$ cat src/rtl/alaw_compressor.sv
// 24-bit two's-complement sample to 15-bit signed A-law style code compressor.
// Iterative normaliser: one right-shift per cycle until the magnitude fits the mantissa range.
module alaw_compressor (
  input  logic        clk,
  input  logic        reset,
  input  logic [23:0] in_sample,
  input  logic        in_valid,
  output logic        in_ready,
  output logic [14:0] out_code,
  output logic        out_valid,
  input  logic        out_ready
);

  typedef enum logic [1:0] {IDLE, CHECK, SHIFT, OUT} state_t;

  state_t      state_q;
  logic [23:0] mag_q;
  logic [4:0]  k_q;
  logic        neg_q;
  logic [14:0] code_q;
  logic        valid_q;

  logic [23:0] absSample_d;
  logic [6:0]  mant_d;
  logic [6:0]  kField_d;
  logic [14:0] posCode_d;
  logic [14:0] code_d;

  // Candidate code for the current magnitude; only latched when the FSM decides it fits.
  // In CHECK the mantissa tracks the linear segment (step 2, offset 18); in SHIFT the exponent segments (offset 17).
  always_comb begin
    absSample_d = in_sample[23] ? (~in_sample + 24'd1) : in_sample;
    mant_d      = 7'd0;
    kField_d    = {2'b00, k_q};
    if (state_q == CHECK) begin
      kField_d = 7'd0;
      if (mag_q >= 24'd18) begin
        mant_d = 7'((mag_q[8:0] - 9'd18) >> 1);
      end
    end else begin
      mant_d = 7'(mag_q[7:0] - 8'd17);
    end
    posCode_d = {1'b0, mant_d, kField_d};
    code_d    = neg_q ? (~posCode_d + 15'd1) : posCode_d;
  end

  always_ff @(posedge clk) begin
    if (reset) begin
      state_q <= IDLE;
      mag_q   <= 24'd0;
      k_q     <= 5'd0;
      neg_q   <= 1'b0;
      code_q  <= 15'h0000;
      valid_q <= 1'b0;
    end else begin
      case (state_q)
        IDLE: begin
          if (in_valid) begin
            mag_q   <= absSample_d;
            neg_q   <= in_sample[23];
            k_q     <= 5'd0;
            state_q <= CHECK;
          end
        end
        CHECK: begin
          if (mag_q <= 24'd272) begin
            code_q  <= code_d;
            valid_q <= 1'b1;
            state_q <= OUT;
          end else begin
            mag_q   <= mag_q >> 1;
            k_q     <= 5'd1;
            state_q <= SHIFT;
          end
        end
        SHIFT: begin
          if (mag_q <= 24'd144) begin
            code_q  <= code_d;
            valid_q <= 1'b1;
            state_q <= OUT;
          end else begin
            mag_q <= mag_q >> 1;
            k_q   <= k_q + 5'd1;
          end
        end
        OUT: begin
          if (out_ready) begin
            valid_q <= 1'b0;
            state_q <= IDLE;
          end
        end
        default: state_q <= IDLE;
      endcase
    end
  end

  assign in_ready  = (state_q == IDLE);
  assign out_code  = code_q;
  assign out_valid = valid_q;

endmodule

$ cat config.mk
export PLATFORM = sky130hd
export DESIGN_NAME = alaw_compressor
export DESIGN_NICKNAME = d
export VERILOG_FILES = /design/src/rtl/alaw_compressor.sv
export SDC_FILE = /design/constraint.sdc
export NUM_CORES = 1
export LEC_CHECK = 0
export BUFFER_PORTS_ARGS = -buffer_cell sky130_fd_sc_hd__buf_2
export CORE_UTILIZATION = 30
export CTS_CLUSTER_DIAMETER = 60
export CTS_CLUSTER_SIZE = 8
export DETAILED_ROUTE_END_ITERATION = 16
export GPL_TIMING_DRIVEN = 1
export PLACE_DENSITY = 0.54
export RECOVER_POWER = 50
export REMOVE_ABC_BUFFERS = 1
export SETUP_SLACK_MARGIN = 0.2
export SLEW_MARGIN = 5
export SYNTH_ARGS = -nofsm -noshare
export SYNTH_HDL_FRONTEND = slang
export SYNTH_SLANG_ARGS = --single-unit
$ cat constraint.sdc
create_clock -name clk -period 2.5 [get_ports clk]
set_input_delay 0.25 -clock clk [delete_from_list [all_inputs] [get_ports clk]]
set_output_delay 0.25 -clock clk [all_outputs]
set_load 0.005 [all_outputs]
After elaboration in Yosys (flattened, before gate mapping). Cells that the tools add are included.

Register bits: 48. Input bits: 28. Logic and storage cells: 59. Output and inout port bits: 17.

Add/sub/neg operators: 5. Magnitude comparators: 3. Equal/unequal tests: 9. Mux-type cells: 25. Reduce and logical (&&, ||, !) cells: 9. Bitwise operators: 2.

Operator list (count): 24-bit 2-to-1 mux (4); 24-bit one-hot mux with 3 select lines (1); 15-bit 2-to-1 mux (3); 15-bit one-hot mux with 2 select lines (1); 24-bit by 1-bit adder with 24-bit output (second input constant) (1); 24-bit by 5-bit greater-or-equal comparator with 1-bit output (second input constant) (1); 24-bit by 8-bit <= comparator with 1-bit output (second input constant) (1); 24-bit by 9-bit <= comparator with 1-bit output (second input constant) (1); 24-bit inverter (1); 5-bit 2-to-1 mux (4); 15-bit by 1-bit adder with 15-bit output (second input constant) (1); 14-bit inverter with 15-bit output (1); 5-bit one-hot mux with 3 select lines (1); 7-bit 2-to-1 mux (2); 2-bit != test (second input constant) (5); 2-bit one-hot mux with 4 select lines (1); 4-bit AND reduction (2); 8-bit by 5-bit subtractor with 8-bit output (second input constant) (1); 7-bit by 5-bit subtractor with 7-bit output (second input constant) (1); 2-bit 2-to-1 mux (3); 3-bit AND reduction (2); 3-bit nonzero test (2); 5-bit by 1-bit adder with 5-bit output (second input constant) (1); 2-bit equality test (second input constant) (2); other kinds (7) (10).

Depth between registers and ports, before layout. Gate-level depths: netlist of run 1.

Depth in word-level cells: 8. Mapped depth: 12.

Least setup slack after synthesis of run 1. No wires, ideal clock.

Kind: reg-to-reg. Start: register mag_q[1]. End: register code_q[1] (netlist: out_code[1]). Required time: 2368 ps. Stages on the path, launching flop included: 12. Setup slack: -212 ps. Clock period less this slack: 2712 ps. Arrival: 2580 ps. Library setup time: 132 ps. Cells stage by stage: dfxtp_1 -> inv_1 -> ha_1 -> or3b_1 -> a211o_1 -> a2111oi_4 -> mux2i_2 -> or2_1 -> buf_6 -> buf_6 -> a211oi_2 -> nor3_1.

Cells in the longest elaborated chain, start to end: 3. Elaborated cells between the ends (all ways): 5. Those cells by class: order compare (2); eq/ne (2); reduce/logical (1).

RTL lines: start, declared (line 17) `logic [23:0] mag_q;`; start signal, assigned (line 59) `mag_q <= absSample_d;`; start signal, assigned (line 71) `mag_q <= mag_q >> 1;`; start signal, assigned (line 82) `mag_q <= mag_q >> 1;`; 24-bit by 9-bit <= comparator with 1-bit output / 24-bit by 8-bit <= comparator with 1-bit output (equally long branches) (line 66, 77); 2-bit by 1-bit != test with 1-bit output (no source line) / 2-bit != test (equally long branches); 3-bit AND reduction (no source line) *; end signal, assigned (line 67) `code_q <= code_d;`; end signal, assigned (line 78) `code_q <= code_d;`; end, declared (line 20) `logic [14:0] code_q;`.

Every way passes the cells marked *; elsewhere a longest branch is shown, timed or not. A chain may end at the register's enable or synchronous reset.

Worst setup path after layout of run 1.
Start: register mag_q[2]. End: register mag_q[2].

Cells in the longest elaborated chain, start to end: 3. Elaborated cells between the ends (all ways): 5. Those cells by class: order compare (2); eq/ne (2); reduce/logical (1).

RTL lines (line): 24-bit by 8-bit <= comparator with 1-bit output / 24-bit by 9-bit <= comparator with 1-bit output (equally long branches) (77, 66); 2-bit != test (no source line); 4-bit AND reduction (no source line) *.

Marked as above.

==> results.py, run 1 <==
metrics = {
    "sta": {
        "fmax_mhz": 382.6,
        "min_period_ns": 2.613,
        "tightest_slew_ns": 0.7559,
        "period_share": 1.045,
        "rsz0062_at_grt": "yes",
        "slew_headroom": 0.4955,
        "setup_viol": 30,
        "final_hold_viol_count": 0,
        "clock_skew_ns": 0.003893,
        "fin_setup_tns_ns": -1.398,
        "finalMaxSlewViolations": 0,
        "postLayoutSetupSlackWorst_ns": -0.1134,
    },
    "worst_setup_path": {
        "ff2ff_setup_slack_ns": -0.11,
        "max_stage_delay_ns": 0.47,
        "cp-start-kind": "flip-flop",
        "rr_endpoint": "mag_q[2]",
        "cp.required_ns": 2.71,
        "crit_slowest_cell": "a2111o_1",
        "crit_chain": "inv_2, ha_4, or3b_4, a2111o_1, a2111oi_2, buf_4, a2111o_1, buf_6, buf_12, nand2_4, a21oi_2",
        "cp-end-kind": "flip-flop",
        "worstReg2RegStart": "mag_q[2]",
        "critical_path.most_common_cell": "a2111o_1",
        "cp.arrival_ns": 2.82,
        "crit_start": "mag_q[2]",
        "crit_path_max_fanout": 7,
        "reg2reg_depth": 11,
        "critPathKind": "flip-flop to flip-flop",
        "cp-endpoint": "mag_q[2]",
    },
    "floorplan": {
        "num_rows": 38,
        "pin_count": 45,
        "die_w_um": 109.3,
        "fp.dieArea_mm2": 0.01194,
        "start_util": 0.3128,
        "core_mm2": 0.01103,
        "die_h_um": 109.3,
    },
    "global_routing": {
        "grt_pass1_wl_um": 17210,
        "grt_usage": 0.1818,
        "grt-ovfl-total": 0,
        "grt_max_degree": 50,
        "grt_pass1_vias": 3658,
        "antenna_found_initial": 0,
    },
    "pwr": {
        "p_leak_nw": 2.127,
        "irDropWorstVdd_v": 0.0007013,
        "power_density_mw_per_mm2": 1360,
    },
    "routing": {
        "drc_errors": 0,
        "firstDrtPassIters": 4,
        "via_per_inst": 5.234,
        "ant_nets": 0,
        "vias": 3800,
        "totalWireLength_um": 10660,
        "dr.first_iter.drc_count": 151,
        "routedWlPerCell_um": 14.68,
    },
    "run_status": {
        "failed_checks": "setup timing",
        "status": "complete, but fails checks",
    },
    "clock_tree": {
        "clk_pin_slew_worst_paths_ns": 0.07,
        "clk_path_buf_depth": 2,
        "clk_latency_ns": 0.29,
        "htree_num_levels": 2,
        "cts_buffers": 5,
        "cts_root_buffer": "clkbuf_16",
        "tritoncts": "yes",
        "clock_sinks": 48,
    },
    "final_layout": {
        "syn2layout_area_growth_pct": 51.70,
        "final_cell_area_mm2": 0.005235,
        "multi_input_area_mm2": 0.002795,
        "layout.area.seq_um2": 964.7,
        "fillers": 1063,
        "num-nets-final": 625,
        "insertedDiodeCount": 0,
        "final_layout_size_suffix_gt1_frac": 0.4215,
    },
    "synth": {
        "seq_area_frac_synth": 0.2785,
        "synth-async-reset-ratio": 0,
        "syn-cell-area_mm2": 0.003451,
        "ys_types": 61,
        "ys_ff_latch": 48,
        "postSynthCellCount": 465,
        "synth_edf_count": 0,
        "postSynthAreaPerCell_um2": 7.421,
        "synth_flop_cell": "dfxtp_1",
        "yosysWarnings": 0,
    },
    "run": {
        "maxCapViolCount": 0,
    },
    "placement": {
        "portBuffers": 44,
        "dp_hpwl_um": 7213,
        "place_area_mm2": 0.004322,
        "gp_congestion": 0.7864,
    },
    "hold_path": {
        "min_path_type": "primary input to flip-flop",
    },
}
==> cells in the mapped netlist, types with 2 or more instances <==
cell type  instances  share of area
o31ai_1            9          0.020
buf_1              2         0.0022
nand4b_1           2         0.0051
buf_6              3         0.0098
inv_1             12          0.013
o41ai_1            7          0.018
or4_1              6          0.013
a2111oi_2          2         0.0087
nand4_1            3         0.0054
xnor2_1           17          0.043
nor3_1             9          0.013
xor2_1            15          0.038
nor4_1             4         0.0073
a21boi_0           2         0.0043
nand3b_1           2         0.0043
buf_2              3         0.0043
dfxtp_1           48           0.28
ha_1              12          0.044
nor2_1            29          0.032
nand3_1           15          0.022
nor3b_1            4         0.0087
mux2i_1            7          0.020
nand2b_1           6          0.011
o22ai_1            4         0.0073
a2111o_1           2         0.0065
nand2_1           72          0.078
o21a_1             2         0.0043
and3_1             2         0.0036
a211oi_1           5          0.011
or3_1              5         0.0091
clkbuf_1          25          0.027
and2_1             2         0.0036
o21ai_0           42          0.061
nor2b_1            6          0.011
or2_2              4         0.0073
a21o_1             2         0.0043
a21oi_1           49          0.071
==> flip-flops by register name (all words and copies together) (netlist names) <==
register	cells
neg_q	1
k_q	5
out_code	15
state_q	2
out_valid	1
mag_q	24
==> layer usage <==
metal,track usage,share of wire,vias to the layer above
li1,-,-,1910
met1,0.2236,0.46,1827
met2,0.3369,0.51,58
met3,0.02212,0.023,5
met4,0.03619,0.0057,0
met5,0,0,-
==> cells in the final DEF, fill, tap and decap left out, drive strengths merged, types with 8 or more instances in the layout <==
| cell type | n |
|---|---|
| xor2 | 15 |
| dfxtp | 48 |
| ha | 12 |
| a21oi | 49 |
| buf | 135 |
| nor2 | 30 |
| mux2i | 8 |
| nand3 | 15 |
| nor3 | 9 |
| inv | 13 |
| xnor2 | 17 |
| o21ai | 42 |
| nand2 | 72 |
| clkbuf | 15 |
| o31ai | 10 |
==> repair_timing <==
item                       in CTS  in global routing
hold buffers                    0                  0
pin swaps                      53                 24
gates cloned                    3                  0
setup endpoints to repair      47                 47
gates resized for setup        87                 51
setup buffers                  19                  5
==> logic make-up after synthesis <==
logic type	share of synthesized area
muxes	0.02429
and+or+nand+nor	0.2513
buffers and inverters	0.05656
xor gates and xnor gates	0.08122
DFF	0.2785
AOI/OAI and AO/OA	0.2647
adders and majority gates	0.04351
==> per-stage QoR <==
stage | setup WS (ns) | utilization | hold WS [ns] | power, mW | std cells
6_report | -0.1134 | 0.4746 | 0.2655 | 7.121 | 726
5_1_grt | -0.1953 | 0.4746 | 0.2868 | 7.641 | 726
4_1_cts | -0.05210 | 0.4539 | 0.2701 | 6.702 | 721
3_5_place_dp | -0.2967 | 0.3918 | 0.4451 | 5.111 | 691
3_3_place_gp | -0.2379 | 0.3918 | 0.4407 | 5.059 | 691
2_1_floorplan | -0.8919 | - | 0.3191 | 3.418 | 432
==> layout make-up <==
class                           count  area share
Clock buffer                        6     0.02653
Clock inverter                      2    0.002629
Inverter                           12    0.008604
Multi-Input combinational cell    374      0.5339
Sequential cell                    48      0.1843
Tap cell                          140     0.03346
Timing Repair Buffer              144      0.2106
==> power breakdown <==
group | internal (mW) | leakage (nW) | total (mW) | switching (mW)
combinational | 2.51 | 1.66 | 5.10 | 2.59
clock | 0.401 | 0.0772 | 0.710 | 0.309
sequential | 1.06 | 0.395 | 1.31 | 0.249
total | 3.97 | 2.13 | 7.12 | 3.15
==> how the worst min path moves through the flow <==
stage,startpoint,endpoint,cells after the start
floorplan,reset,k_q[0],1
global placement,out_code[6],out_code[6],2
detailed placement,out_code[10],out_code[10],2
CTS,in_valid,neg_q,3
global route,in_valid,neg_q,3
finish,in_valid,neg_q,3
==> worst max-delay path: cells and delay by family, from the launching register on <==
family                     cells  cell delay, ns
AOI/OAI and AO/OA              4            1.06
adders and majority gates      1            0.13
buffers and inverters          4            0.59
DFF                            1            0.33
and+or+nand+nor                2            0.43
Note: power is estimated with default switching activity, not from simulation.
==> inputs of run 2 (changes only) <==
--- a/config.mk
+++ b/config.mk
@@ -15,6 +15,7 @@
 export RECOVER_POWER = 50
 export REMOVE_ABC_BUFFERS = 1
 export SETUP_SLACK_MARGIN = 0.2
+export SKIP_CTS_REPAIR_TIMING = 1
 export SLEW_MARGIN = 5
 export SYNTH_ARGS = -nofsm -noshare
 export SYNTH_HDL_FRONTEND = slang
==> run 2 against run 1 <==
Against the previous run:
- the run still ends with setup timing left
- largest power group unchanged
- maximum frequency about the same
- critical path type unchanged
- die area unchanged
- final cell count decreased by 1.1%
- sequential power about the same
- routed wire length decreased by 2.2%
- design area decreased by 4.3%
- highest routed layer unchanged
- first-iteration DRC count decreased by 15%
- clock skew increased by 0.0041 ns
==> results.py, run 2 (synthesized netlist as in run 1, its figures left out) <==
metrics = {
    "floorplan": {
        "pin_count": 45,
        "die_w_um": 109.3,
        "start_util": 0.3128,
        "fp.dieArea_mm2": 0.01194,
        "die_h_um": 109.3,
        "num_rows": 38,
        "core_mm2": 0.01103,
    },
    "run_status": {
        "failed_checks": "setup timing",
        "status": "complete, but fails checks",
    },
    "hold_path": {
        "holdPathEnd": "neg_q",
        "min_path_type": "primary input to flip-flop",
        "hold_start": "in_valid",
        "holdPathStages": 3,
    },
    "sta": {
        "rsz0062_at_grt": "yes",
        "clock_skew_ns": 0.007974,
        "slew_headroom": 0.5498,
        "min_period_ns": 2.612,
        "postLayoutSetupSlackWorst_ns": -0.1124,
        "tightest_slew_ns": 0.6739,
        "fin_setup_tns_ns": -1.753,
        "final_hold_viol_count": 0,
        "period_share": 1.045,
        "finalMaxSlewViolations": 0,
        "setup_viol": 30,
        "fmax_mhz": 382.8,
    },
    "final_layout": {
        "fillers": 1100,
        "num-nets-final": 617,
        "stdcell_count": 718,
        "syn2layout_area_growth_pct": 45.18,
        "final_cell_mix": "75 x buf_4, 65 x nand2_1, 45 x dfxtp_1, 35 x a21oi_1, 33 x buf_2",
        "insertedDiodeCount": 0,
        "final_cell_area_mm2": 0.005010,
        "top_register": "mag_q",
        "postLayoutCoreUtil": 0.4542,
        "final_layout_size_suffix_gt1_frac": 0.3581,
        "largest_reg_flops": 24,
        "final_common_cell": "buf_4",
    },
    "routing": {
        "ant_nets": 0,
        "via_per_inst": 5.228,
        "dr.first_iter.drc_count": 128,
        "firstDrtPassIters": 4,
        "routedWlPerCell_um": 14.52,
        "drc_errors": 0,
        "totalWireLength_um": 10420,
        "vias": 3754,
    },
    "worst_setup_path": {
        "crit_path_max_fanout": 7,
        "cp_num_buf_inv": 5,
        "cp-start-kind": "flip-flop",
        "critPathKind": "flip-flop to flip-flop",
        "reg2reg_depth": 12,
        "rr_endpoint": "mag_q[2]",
        "cp-end-kind": "flip-flop",
        "cp.arrival_ns": 2.83,
        "crit_chain": "inv_2, ha_4, or3b_4, a211o_1, a2111oi_4, buf_4, buf_6, a2111o_1, buf_6, buf_12, nand2_1, a21oi_2",
        "cp_top_family": "compound AO/OA/AOI/OAI gates",
        "max_stage_delay_ns": 0.39,
        "critical_path.most_common_cell": "buf_6",
        "cp.required_ns": 2.71,
        "worstReg2RegStart": "mag_q[1]",
        "crit_slowest_cell": "a2111oi_4",
        "ff2ff_setup_slack_ns": -0.11,
    },
    "pwr": {
        "p_leak_nw": 1.983,
        "power_density_mw_per_mm2": 1336,
        "irDropWorstVdd_v": 0.0006833,
        "p_total_mw": 6.693,
    },
    "global_routing": {
        "grt_usage": 0.1652,
        "grt-ovfl-total": 0,
        "antenna_found_initial": 0,
        "grt_pass1_wl_um": 15660,
        "grt_pass1_vias": 3409,
        "grt_max_degree": 50,
    },
    "placement": {
        "gp_congestion": 0.7864,
        "portBuffers": 44,
        "dp_hpwl_um": 7213,
        "place_area_mm2": 0.004322,
        "numPlacedInstances": 691,
    },
    "clock_tree": {
        "tritoncts": "yes",
        "cts_root_buffer": "clkbuf_16",
        "htree_num_levels": 2,
        "clk_path_buf_depth": 2,
        "clk_latency_ns": 0.29,
        "clk_pin_slew_worst_paths_ns": 0.07,
        "clock_sinks": 48,
        "cts_buffers": 5,
    },
    "run": {
        "maxCapViolCount": 0,
    },
}
run 2: cell count changes in the layout (fill, tap and decap cells not counted), sizes merged:
cell,change
buf,-12
clkbuf,+4
run 2: worst register-to-register path: cells and delay by family (launching register included):
family	cells	cell delay (ns)
adders and majority gates	1	0.12
AOI/OAI and AO/OA	4	0.99
buffers and inverters	5	0.66
DFF	1	0.33
and+or+nand+nor	2	0.43
run 2: cell type report:
class	instances	area, um2	area share
Tap cell	140	175.2	0.03497
Clock buffer	6	138.9	0.02772
Timing Repair Buffer	136	1018	0.2033
Inverter	12	45.04	0.008991
Sequential cell	48	964.7	0.1926
Clock inverter	2	13.76	0.002747
Multi-Input combinational cell	374	2654	0.5297
run 2: report_power, final:
part	switching (mW)	internal, mW	total [mW]
Combinational	2.43	2.27	4.70
Sequential	0.226	1.06	1.29
Clock	0.309	0.401	0.710
run 2: layer usage:
layer / vias up / routed length [um] / global-route usage
met2: 67 / 5337 / 0.3109
met4: 0 / 106 / 0.03524
li1: 1902 / - / -
met1: 1776 / 4715 / 0.1972
met3: 9 / 263 / 0.02212
met5: - / 0 / 0
run 2: how the worst max path moves through the flow:
stage | startpoint | end | slack [ns] | cells after the start
global placement | mag_q[1] | out_code[11] | -0.24 | 9
detailed placement | mag_q[1] | out_code[8] | -0.30 | 9
CTS | mag_q[1] | out_code[8] | -0.31 | 9
finish | mag_q[1] | mag_q[2] | -0.11 | 12
floorplan | mag_q[1] | k_q[2] | -0.89 | 9
global route | mag_q[1] | mag_q[21] | -0.25 | 12
run 2: stage by stage:
step,setup slack (ns),hold slack [ns]
floorplan,-0.8919,0.3191
global placement,-0.2379,0.4407
detailed placement,-0.2967,0.4451
CTS,-0.3075,0.2701
global route,-0.2542,0.2868
finish,-0.1124,0.2675
==> inputs of run 3 (changes only) <==
--- a/config.mk
+++ b/config.mk
@@ -5,7 +5,9 @@
 export SDC_FILE = /design/constraint.sdc
 export NUM_CORES = 1
 export LEC_CHECK = 0
+export ABC_AREA = 0
 export BUFFER_PORTS_ARGS = -buffer_cell sky130_fd_sc_hd__buf_2
+export CORE_MARGIN = 2
 export CORE_UTILIZATION = 30
 export CTS_CLUSTER_DIAMETER = 60
 export CTS_CLUSTER_SIZE = 8
==> run 3 against run 2 <==
Against the previous run:
- critical endpoint is now out_code[14]
- largest power group unchanged
- routed wire length increased by 2.0%
- clock skew down 0.0038 ns
- sequential share of layout area rose by 0.24 points
- the flow still finishes with violations (setup timing)
==> results.py, run 3 (synthesized netlist as in run 1, its figures left out) <==
metrics = {
    "final_layout": {
        "insertedDiodeCount": 0,
        "final_common_cell": "buf_4",
        "final_cell_area_mm2": 0.004941,
        "final_layout_size_suffix_gt1_frac": 0.3662,
        "largest_reg_flops": 24,
        "syn2layout_area_growth_pct": 43.18,
        "postLayoutCoreUtil": 0.4365,
        "num-nets-final": 607,
        "stdcell_count": 711,
        "top_register": "mag_q",
        "final_cell_mix": "67 x buf_4, 59 x nand2_1, 46 x dfxtp_1, 41 x buf_2, 33 x a21oi_1",
    },
    "worst_setup_path": {
        "cp.arrival_ns": 2.75,
        "cp-end-kind": "flip-flop",
        "reg2reg_depth": 11,
        "crit_slowest_cell": "a2111oi_4",
        "crit_path_max_fanout": 8,
        "cp_num_buf_inv": 3,
        "cp-start-kind": "flip-flop",
        "rr_endpoint": "out_code[14]",
        "crit_chain": "inv_2, ha_4, or3b_4, a211o_1, a2111oi_4, mux2i_2, buf_4, nor2_4, buf_12, mux2i_1, a311oi_1",
        "worstReg2RegStart": "mag_q[1]",
        "max_stage_delay_ns": 0.40,
        "cp.required_ns": 2.65,
        "ff2ff_setup_slack_ns": -0.1,
        "cp_top_family": "compound AO/OA/AOI/OAI gates",
        "critPathKind": "flip-flop to flip-flop",
    },
    "run_status": {
        "failed_checks": "setup timing",
        "status": "complete, but fails checks",
    },
    "clock_tree": {
        "clk_latency_ns": 0.29,
        "clk_pin_slew_worst_paths_ns": 0.07,
        "cts_buffers": 5,
        "htree_num_levels": 2,
        "tritoncts": "yes",
        "clock_sinks": 48,
        "clk_path_buf_depth": 2,
        "cts_root_buffer": "clkbuf_16",
    },
    "routing": {
        "via_per_inst": 5.298,
        "firstDrtPassIters": 4,
        "vias": 3767,
        "totalWireLength_um": 10630,
        "drc_errors": 0,
        "ant_nets": 0,
        "routedWlPerCell_um": 14.95,
        "dr.first_iter.drc_count": 156,
    },
    "pwr": {
        "p_total_mw": 6.604,
        "irDropWorstVdd_v": 0.0007316,
        "power_density_mw_per_mm2": 1336,
        "p_leak_nw": 1.935,
    },
    "global_routing": {
        "grt-ovfl-total": 0,
        "grt_pass1_vias": 3536,
        "grt_usage": 0.1546,
        "grt_pass1_wl_um": 16330,
        "grt_max_degree": 47,
        "antenna_found_initial": 0,
    },
    "floorplan": {
        "fp.dieArea_mm2": 0.01238,
        "num_rows": 39,
        "start_util": 0.3048,
        "die_h_um": 111.3,
        "die_w_um": 111.3,
        "pin_count": 45,
        "core_mm2": 0.01132,
    },
    "sta": {
        "final_hold_viol_count": 0,
        "fmax_mhz": 385.0,
        "tightest_slew_ns": 0.8245,
        "fin_setup_tns_ns": -0.6642,
        "rsz0062_at_grt": "yes",
        "clock_skew_ns": 0.004163,
        "period_share": 1.039,
        "slew_headroom": 0.4492,
        "postLayoutSetupSlackWorst_ns": -0.09719,
        "timing.hold.ws_ns": 0.2552,
        "finalMaxSlewViolations": 0,
        "setup_viol": 19,
        "min_period_ns": 2.597,
    },
    "hold_path": {
        "hold_start": "in_valid",
        "holdPathEnd": "neg_q",
        "min_path_type": "primary input to flip-flop",
        "holdPathStages": 3,
    },
    "placement": {
        "portBuffers": 44,
        "dp_slack_ns": -0.3145,
        "gp_congestion": 0.8262,
        "place_area_mm2": 0.004253,
        "dp_hpwl_um": 7407,
        "numPlacedInstances": 686,
    },
    "run": {
        "maxCapViolCount": 0,
    },
}
==> run 3: how the worst max path moves through the flow <==
| stage | slack [ns] | from | end | cells after the start |
|---|---|---|---|---|
| floorplan | -0.89 | mag_q[1] | k_q[2] | 9 |
| global placement | -0.26 | mag_q[1] | out_code[11] | 9 |
| detailed placement | -0.31 | mag_q[2] | out_code[11] | 9 |
| CTS | -0.33 | mag_q[2] | out_code[11] | 9 |
| global route | -0.22 | mag_q[1] | out_code[14] | 11 |
| finish | -0.1 | mag_q[1] | out_code[14] | 11 |
==> run 3: worst min-delay path: stages <==
cell,delay (ns)
buf_2,0.12
nand3_1,0.07
a21oi_1,0.06
==> run 3: metal layers <==
layer,wire (um),global-route usage,vias up
met1,4839,0.1918,1786
met5,0,0,-
met2,5216,0.2817,88
met3,403,0.02460,18
met4,171,0.03210,0
li1,-,-,1875
==> run 3: cell type report <==
class                      instances  area, um2
sequential                        48      963.4
clock inverter                     1      7.507
inverter                          12      45.04
clock buffer                       7      142.6
timing repair buffer             126      942.2
fill                            1132       6380
tap                              143      178.9
multi-input combinational        374       2661
==> run 3: power by group <==
| part | internal [mW] | switching [mW] |
|---|---|---|
| logic | 2.17 | 2.44 |
| clock network | 0.399 | 0.297 |
| registers | 1.06 | 0.239 |
| total | 3.62 | 2.98 |
